<file path="src/rtl/ecc_pkg.sv">
// ecc_pkg: shared defaults, nibble count and FSM state type for the ECC nibble transmitter.
package ecc_pkg;
  localparam int SIZE_DEF = 32;
  localparam int NIB_DEF = 4;
  localparam int NNIB_DEF = SIZE_DEF / NIB_DEF;
  localparam int TIMEOUT_DEF = 15000;
  typedef enum logic [1:0] {IDLE, HDR, SEND, WAIT} state_t;
endpackage

</file>
<file path="src/rtl/ecc_nib_shift.sv">
// ecc_nib_shift: one operand lane; parallel load, shift left by NIB, MSB nibble out.
module ecc_nib_shift
  import ecc_pkg::*;
#(
  parameter int SIZE = SIZE_DEF,
  parameter int NIB = NIB_DEF
) (
  input  logic            i_clk,
  input  logic            i_rst,
  input  logic            i_load,
  input  logic            i_shift,
  input  logic [SIZE-1:0] i_d,
  output logic [NIB-1:0]  o_nib
);
  logic [SIZE-1:0] r_sr;
  always_ff @(posedge i_clk)
    if (i_rst) r_sr <= '0;
    else if (i_load) r_sr <= i_d;
    else if (i_shift) r_sr <= r_sr << NIB;
  assign o_nib = r_sr[SIZE-1 -: NIB];
endmodule

</file>
<file path="src/rtl/ecc_nibble_tx.sv">
// ecc_nibble_tx: serialises five SIZE-bit operands as a header strobe plus SIZE/NIB nibble beats.
// Optional WAIT watchdog enabled by defining ECC_TX_WATCHDOG_EN.
module ecc_nibble_tx
  import ecc_pkg::*;
#(
  parameter int SIZE = SIZE_DEF,
  parameter int NIB = NIB_DEF,
  parameter int TIMEOUT = TIMEOUT_DEF
) (
  input  logic            i_clk,
  input  logic            i_rst,
  input  logic            i_valid,
  output logic            o_ready,
  input  logic [SIZE-1:0] i_a,
  input  logic [SIZE-1:0] i_prime,
  input  logic [SIZE-1:0] i_px,
  input  logic [SIZE-1:0] i_py,
  input  logic [SIZE-1:0] i_k,
  output logic            o_start,
  output logic [NIB-1:0]  o_a,
  output logic [NIB-1:0]  o_prime,
  output logic [NIB-1:0]  o_px,
  output logic [NIB-1:0]  o_py,
  output logic [NIB-1:0]  o_k,
  input  logic            i_done,
  output logic            o_busy,
  output logic            o_timeout
);
  localparam int NN = SIZE / NIB;
  localparam int CW = $clog2(NN + 1);
  state_t r_state, w_next;
  logic [CW-1:0] r_cnt, w_cnt;
  logic w_load, w_shift, w_expire, w_last;
  logic r_ready, r_start, r_busy, r_to;
  logic [SIZE-1:0] w_din [5];
  logic [NIB-1:0] w_nib [5];
  logic [NIB-1:0] r_lane [5];
  assign w_din = '{i_a, i_prime, i_px, i_py, i_k};
  assign w_load = r_state == IDLE && i_valid;
  assign w_last = r_cnt == CW'(NN - 1);
  // Lanes consume a nibble on every edge that lands in SEND, so the shifter advances in step.
  assign w_shift = w_next == SEND;
  for (genvar g = 0; g < 5; g++) begin : g_lane
    ecc_nib_shift #(.SIZE(SIZE), .NIB(NIB)) u_sh (
      .i_clk(i_clk), .i_rst(i_rst), .i_load(w_load), .i_shift(w_shift),
      .i_d(w_din[g]), .o_nib(w_nib[g])
    );
  end
`ifdef ECC_TX_WATCHDOG_EN
  localparam int WW = $clog2(TIMEOUT + 1);
  logic [WW-1:0] r_wd;
  assign w_expire = r_state == WAIT && !i_done && r_wd == WW'(TIMEOUT - 1);
  always_ff @(posedge i_clk)
    r_wd <= (i_rst || r_state != WAIT) ? '0 : r_wd + 1'b1;
`else
  assign w_expire = 1'b0;
`endif
  always_comb begin
    w_next = r_state;
    w_cnt = r_cnt;
    case (r_state)
      IDLE: w_next = i_valid ? HDR : IDLE;
      HDR:  w_next = SEND;
      SEND: begin
        w_next = w_last ? WAIT : SEND;
        w_cnt = w_last ? '0 : r_cnt + 1'b1;
      end
      WAIT: w_next = (i_done || w_expire) ? IDLE : WAIT;
      default: w_next = IDLE;
    endcase
  end
  always_ff @(posedge i_clk)
    if (i_rst) begin
      r_state <= IDLE;
      r_cnt <= '0;
      r_ready <= 1'b1;
      r_start <= 1'b0;
      r_busy <= 1'b0;
      r_to <= 1'b0;
      for (int i = 0; i < 5; i++) r_lane[i] <= '0;
    end else begin
      r_state <= w_next;
      r_cnt <= w_cnt;
      r_ready <= w_next == IDLE;
      r_start <= w_next == HDR;
      r_busy <= w_next != IDLE;
      r_to <= w_expire;
      for (int i = 0; i < 5; i++) r_lane[i] <= w_shift ? w_nib[i] : '0;
    end
  assign o_ready = r_ready;
  assign o_start = r_start;
  assign o_busy = r_busy;
  assign o_timeout = r_to;
  assign o_a = r_lane[0];
  assign o_prime = r_lane[1];
  assign o_px = r_lane[2];
  assign o_py = r_lane[3];
  assign o_k = r_lane[4];
endmodule
</file>
<file path="config.mk">
export PLATFORM = sky130hd
export DESIGN_NAME = ecc_nibble_tx
export DESIGN_NICKNAME = d
export VERILOG_FILES = /design/src/rtl/ecc_pkg.sv /design/src/rtl/ecc_nib_shift.sv /design/src/rtl/ecc_nibble_tx.sv
export SDC_FILE = /design/constraint.sdc
export NUM_CORES = 1
export LEC_CHECK = 0
export CAP_MARGIN = 20
export CORE_MARGIN = 5
export CORE_UTILIZATION = 50
export DETAILED_ROUTE_END_ITERATION = 10
export PLACE_DENSITY_LB_ADDON = 0.15
export SLEW_MARGIN = 0
export SYNTH_ARGS = -nofsm -noshare
export SYNTH_HDL_FRONTEND = slang
export SYNTH_HIERARCHICAL = 1
export SYNTH_SLANG_ARGS = --single-unit
</file>
<file path="constraint.sdc">
create_clock -name i_clk -period 3.3 [get_ports i_clk]
set_input_delay 0.66 -clock i_clk [delete_from_list [all_inputs] [get_ports i_clk]]
set_output_delay 0.66 -clock i_clk [all_outputs]
set_load 0.05 [all_outputs]
</file>
Yosys cells after proc, flatten, opt, wreduce, memory -nomap -nowiden
Memory sizes are Yosys's and may differ from the RTL's.
Index checks and enable logic that the tools add are counted.
{"block": "totals", "register_bits": 169, "ramBits": 20, "in_bits": 164, "out_inout_bits": 24, "elab_cells": 56, "memories": 1}
{"memory": "r_lane", "depth": 5, "word_bits": 4, "rd": 5, "rd_clocked_by_memory_dff": 0, "write_ports": 5, "line_no": "ecc_nibble_tx.sv:37", "source": "logic [NIB-1:0] r_lane [5];"}
{"block": "classes", "add_sub_neg": 1, "n_eq_ne": 6, "n_mux": 28, "bitwise_logic": 5, "reduce_logical": 5}
{"operator": "2-to-1 mux 32 bit", "n": 10}
{"operator": "2-to-1 mux 4 bit", "n": 11}
{"operator": "one-hot mux 2 bit (4 select lines)", "n": 1}
{"operator": "== test 2 bit (second input constant)", "n": 3}
{"operator": "2-to-1 mux 1 bit", "n": 5}
{"operator": "bitwise OR 1 bit", "n": 5}
{"operator": "adder 4 x 1 -> 4 bit (second input constant)", "n": 1}
{"operator": "== test 2 x 1 -> 1 bit (second input constant)", "n": 2}
{"operator": "== test 4 x 3 -> 1 bit (second input constant)", "n": 1}
{"operator": "logical NOT 2 bit", "n": 2}
{"operator": "nonzero test 2 bit", "n": 2}
{"operator": "2-to-1 mux 2 bit", "n": 1}
{"operator": "logical AND 1 bit", "n": 1}

Depth between registers and ports, before layout
{"block": "logic_depth", "word_depth": 6, "mapped_depth": 9, "mapped_depth_nobuf": 6}

By module
Netlist, hierarchy kept.
{"mod": "ecc_nib_shift", "n_inst": 5, "cells_each": 146, "area_each_um2": 1492.7, "seq_area_each_um2": 640.6}
{"mod": "ecc_nibble_tx", "n_inst": 1, "cells_each": 85, "area_each_um2": 1084.8, "seq_area_each_um2": 580.6}

Worst setup path before layout
OpenSTA, ideal clock, no wires.
{"block": "synth_timing", "path_kind": "register to register", "startpoint": "register r_cnt[0]", "endpoint": "register g_lane[0].u_sh.r_sr[2]", "setup_time_ps": 70, "arrival_ps": 1899, "required_ps": 3230, "slack_ps": 1330, "path_stages_with_launch": 10, "n_path_buf": 3, "synth_period_minus_slack_ps": 1970, "cell_sequence": "dfxtp_1 > ha_1 > nand3b_1 > a21oi_4 > buf_6 > inv_1 > buf_6 > buf_6 > or3b_1 > a21oi_1"}
{"block": "synth_via", "elab_chain_cells": 5}
{"item": "from (decl)", "line_no": "ecc_nibble_tx.sv:32", "source": "logic [CW-1:0] r_cnt, w_cnt;"}
{"item": "from (signal assigned)", "line_no": "ecc_nibble_tx.sv:83", "source": "r_cnt <= w_cnt;"}
{"item": "== test 4 x 3 -> 1 bit", "line_no": "ecc_nibble_tx.sv:40", "source": "assign w_last = r_cnt == CW'(NN - 1);"}
{"item": "2-to-1 mux 1 bit", "line_no": "ecc_nibble_tx.sv:65", "source": "w_next = w_last ? WAIT : SEND;"}
{"item": "one-hot mux 2 bit (4 select lines)", "line_no": "ecc_nibble_tx.sv:61", "source": "case (r_state)"}
{"item": "== test 2 bit", "line_no": "ecc_nibble_tx.sv:42", "source": "assign w_shift = w_next == SEND;"}
{"item": "net w_shift", "line_no": "ecc_nibble_tx.sv:33", "source": "logic w_load, w_shift, w_expire, w_last;"}
{"item": "nonzero test 2 bit (no source line)"}
{"item": "to (signal assigned)", "line_no": "ecc_nib_shift.sv:18", "source": "else if (i_load) r_sr <= i_d;"}
{"item": "to (signal assigned)", "line_no": "ecc_nib_shift.sv:19", "source": "else if (i_shift) r_sr <= r_sr << NIB;"}
{"item": "to (decl)", "line_no": "ecc_nib_shift.sv:15", "source": "logic [SIZE-1:0] r_sr;"}
The timed path passes the listed nets, and every way through them passes these cells.
A chain may end at the register's enable or synchronous reset.

==> results by group <==
Status
  – Outcome: finished, final reports clean

Layout
  – Layout-stage area growth over the synthesis result: 26.39%
  – Sequential cell area: about 0.0038 mm2
  – Fillcell total: approximately 1300
  – Nets: around 1100
  – Count of inserted antenna diode cells: 0
  – Final design utilization: around 65%
  – Area used by multi-input combinational logic: 0.004128 mm2
  – Ratio of cells with drive above 1 in the final layout: 7.749%

Clocking
  – TritonCTS sink count: approximately 190
  – Number of gates resized after CTS: 0
  – Count of buffers added by post-CTS timing repair for setup: 0
  – Latest clock arrival within the worst-skew pair: approximately 0.43 ns
  – Clock tree from TritonCTS: done
  – Htree depth: 4
  – Root cell of the clock tree: sky130_fd_sc_hd__clkbuf_16
  – CTS clk-pin slew, worst paths: about 0.060 ns
  – Buffers from clock root to sink, at most: 2
  – Hold-fix buffers at CTS: 0
  – Cts bufs inserted: 17

Route
  – Via density per instance: roughly 5.4
  – DRC violations left: 0
  – Total wire length after detailed routing: 19.65 mm
  – Number of DRC markers after the initial detailed-route iteration: approximately 360
  – Number of search-and-repair iterations in the first detailed-routing pass: 4
  – Vias after detailed routing: approximately 6300
  – Post-DRT Antenna Nets: 0
  – Routed length per instance: 16.72 um

STA
  – Final critical delay including setup and external delays: 2.241 ns
  – FMAX: between 400 and 500 MHz
  – Setup violations, final: 0
  – Setup repair after global routing missed its margin: no
  – Final count of hold timing violations: 0
  – Max-slew violation count: 0
  – Worst max-slew margin expressed relative to the limit: around 55%
  – Worst setup skew after layout: about 0.011 ns
  – Tightest Pin Transition: 0.6694 ns
  – Post-Route Setup TNS: 0 ns
  – Period utilisation layout: between 60% and 70%

Synthesis
  – Average instance area after synthesis: 10.49 um2
  – Synth area leader: sky130_fd_sc_hd__dfxtp_1
  – Share of the synthesized area in compound gates (AO/OA/AOI/OAI): between 10 and 15%
  – Async SR Flop Fraction: 0%
  – Number of flops mapped to enable cells by yosys: 0
  – Top cells by area in the synthesized netlist: sky130_fd_sc_hd__dfxtp_1 44%, sky130_fd_sc_hd__mux2i_1 17%, sky130_fd_sc_hd__a211oi_1 12%
  – Main combinational cell family by area after synthesis: simple AND/OR/NAND/NOR gates
  – Area share of fa/ha/maj cells after synthesis: less than 1%
  – Netlist cell types: 29
  – Post-synthesis simple-gate area fraction: 17.33%
  – Synth Register Bits: around 190
  – Sequential cell area fraction in the yosys report: 44.26%
  – Multiplexer fraction of the synthesized cell area: about 17%
  – Post-Syn Instances: around 800
  – Proportion of netlist area held by the largest area contributor: between 40% and 50%
  – Dominant register cell in the synthesized netlist: sky130_fd_sc_hd__dfxtp_1
  – Dominant cell by count in the synthesized netlist: sky130_fd_sc_hd__dfxtp_1
  – Most instantiated cells after synthesis: 189 x sky130_fd_sc_hd__dfxtp_1, 142 x sky130_fd_sc_hd__nor2b_1, 141 x sky130_fd_sc_hd__mux2i_1
  – Count of yosys warnings during synthesis: 6
  – Total standard cell area after synthesis: 0.008548 mm2
  – Net count after synthesis: around 1000
  – Xor and xnor area share after synthesis: less than 1%

Worst setup path
  – Critical path buffer and inverter count: 1
  – Crit. End Element: output port
  – Classification of the worst setup path: reg -> out
  – Slack of the worst reg-to-reg path: roughly 1.1 ns
  – Cell Chain, Critical Path: clkdlybuf4s50_1
  – Reg-to-reg critical path endpoint: g_lane[4].u_sh/r_sr[30]
  – Data required time of the critical path: roughly 2.6 ns
  – Cell type group with the largest total delay on the critical path: buffers and inverters
  – Launch instance of the worst register-to-register path: r_cnt[0]
  – Length in cells of the worst reg-to-reg path: 7
  – Arrival time reported for the critical path endpoint: ~1.6 ns
  – Kind of start point of the critical path: register
  – Worst-path maximum fanout: 1
  – Maximum single-stage delay on the critical path: just over 0.8 ns
  – CP max stage cell: sky130_fd_sc_hd__clkdlybuf4s50_1

Floorplan
  – Initial standard-cell utilization of the core: roughly 51%
  – Total die area: just under 0.02 mm2
  – Number of placement rows: between 40 and 50
  – Top Ports: 188
  – Die boundary height: 140.8 um
  – Core Area: 0.01670 mm2
  – Die X-Extent: roughly 140 um

Place
  – Half-perimeter wire length after detailed placement: 12.92 mm
  – Port buffer count: around 190
  – Final weighted congestion of routability-driven global placement: 0.8124

Hold path
  – Hold Path Class: reg -> reg
  – WHS Endpoint: r_lane[0][7]
  – Hold path depth: 1
  – Hold path start: g_lane[1].u_sh/r_sr[31]

Global route
  – Vias in the first global route: between 6000 and 7000
  – Pin count of the biggest net entering global routing: between 80 and 90
  – Global-route congestion overflow total: 0
  – Initial antenna violation count: 0
  – Global Route Usage Sum: around a fifth
  – Wire length of the first global-routing pass: 31.80 mm

Run
  – Maximum Capacitance Violations: 0

Power and ir drop
  – Peak ir drop on the vdd network: 370.2 uV
  – Leakage power of the design: 3.809 nW
  – Total power per unit cell area: around 530 mW/mm2
-- per-stage QoR --
step	std cells	hold WS [ns]	cell area, um2	total power [mW]	worst slack, ns
floorplan	815	0.4815	8548	3.448	1.330
global placement	1143	0.4630	10220	3.713	0.8725
detailed placement	1143	0.4759	10220	3.750	0.8005
CTS	1175	0.4850	10800	5.772	1.015
global route	1175	0.4949	10800	5.988	0.9370
finish	1175	0.4812	10800	5.734	1.059
-- final cells by class --
| cell class | count | share of cell area (%) |
|---|---|---|
| clock buffer | 23 | 4.331 |
| clock inverter | 9 | 1.031 |
| tap | 220 | 2.548 |
| sequential | 189 | 35.02 |
| inverter | 8 | 0.3706 |
| multi-input combinational | 527 | 38.21 |
| timing repair buffer | 199 | 18.49 |
-- layer usage --
layer  up-vias  GRT usage, %  wire (um)
li1       3154             -          -
met3        14         4.775        998
met2       144         31.85       9407
met4         0         4.539        197
met1      2996         25.76       9042
met5         -             0          0
-- placed cells by master (no fill, tap or decap), types with 10 or more instances in the layout --
master / synthesis / routed
sky130_fd_sc_hd__buf_4: 21 / 10
sky130_fd_sc_hd__nor3b_2: 19 / 19
sky130_fd_sc_hd__a21oi_1: 21 / 21
sky130_fd_sc_hd__clkbuf_16: 0 / 17
sky130_fd_sc_hd__dfxtp_1: 189 / 189
sky130_fd_sc_hd__nand2_1: 21 / 21
sky130_fd_sc_hd__nor2b_1: 142 / 142
sky130_fd_sc_hd__mux2i_1: 141 / 141
sky130_fd_sc_hd__clkdlybuf4s50_1: 0 / 185
sky130_fd_sc_hd__or3b_1: 20 / 20
sky130_fd_sc_hd__a211oi_1: 140 / 140
-- kinds of logic (layout without fill, tap and decap cells) --
logic type	count (synthesis)	in the layout
AO/OA/AOI/OAI	165	165
XOR/XNOR	1	1
adder cells (fa/ha/maj)	1	1
buffers and inverters	99	239
flip-flops	189	189
multiplexers	142	142
other	1	1
AND/OR/NAND/NOR	217	217
-- where the power goes --
part	total, mW	switching (mW)	internal, mW	leakage (nW)
Clock	2.03	0.873	1.16	0.278
Combinational	1.08	0.520	0.565	1.97
Sequential	2.62	0.114	2.50	1.56
Total	5.73	1.51	4.23	3.81
-- flip-flops by register name, summed over array words and instances, names as in the netlist --
register          flops
g_lane.u_sh/r_sr    160
r_lane               20
r_cnt                 4
r_state               2
o_busy                1
o_ready               1
o_start               1
-- worst max-delay path by stage --
stage | start | end | slack, ns | depth (start not counted)
finish | r_lane[0][1] | o_a[1] | 1.06 | 1
global route | r_cnt[0] | g_lane[4].u_sh/r_sr[15] | 0.94 | 7
CTS | r_lane[0][1] | o_a[1] | 1.01 | 1
detailed placement | i_valid | g_lane[0].u_sh/r_sr[4] | 0.80 | 6
global placement | i_valid | g_lane[0].u_sh/r_sr[31] | 0.87 | 6
floorplan | r_cnt[0] | g_lane[0].u_sh/r_sr[2] | 1.33 | 9
Power figures use the tool's default switching activity.
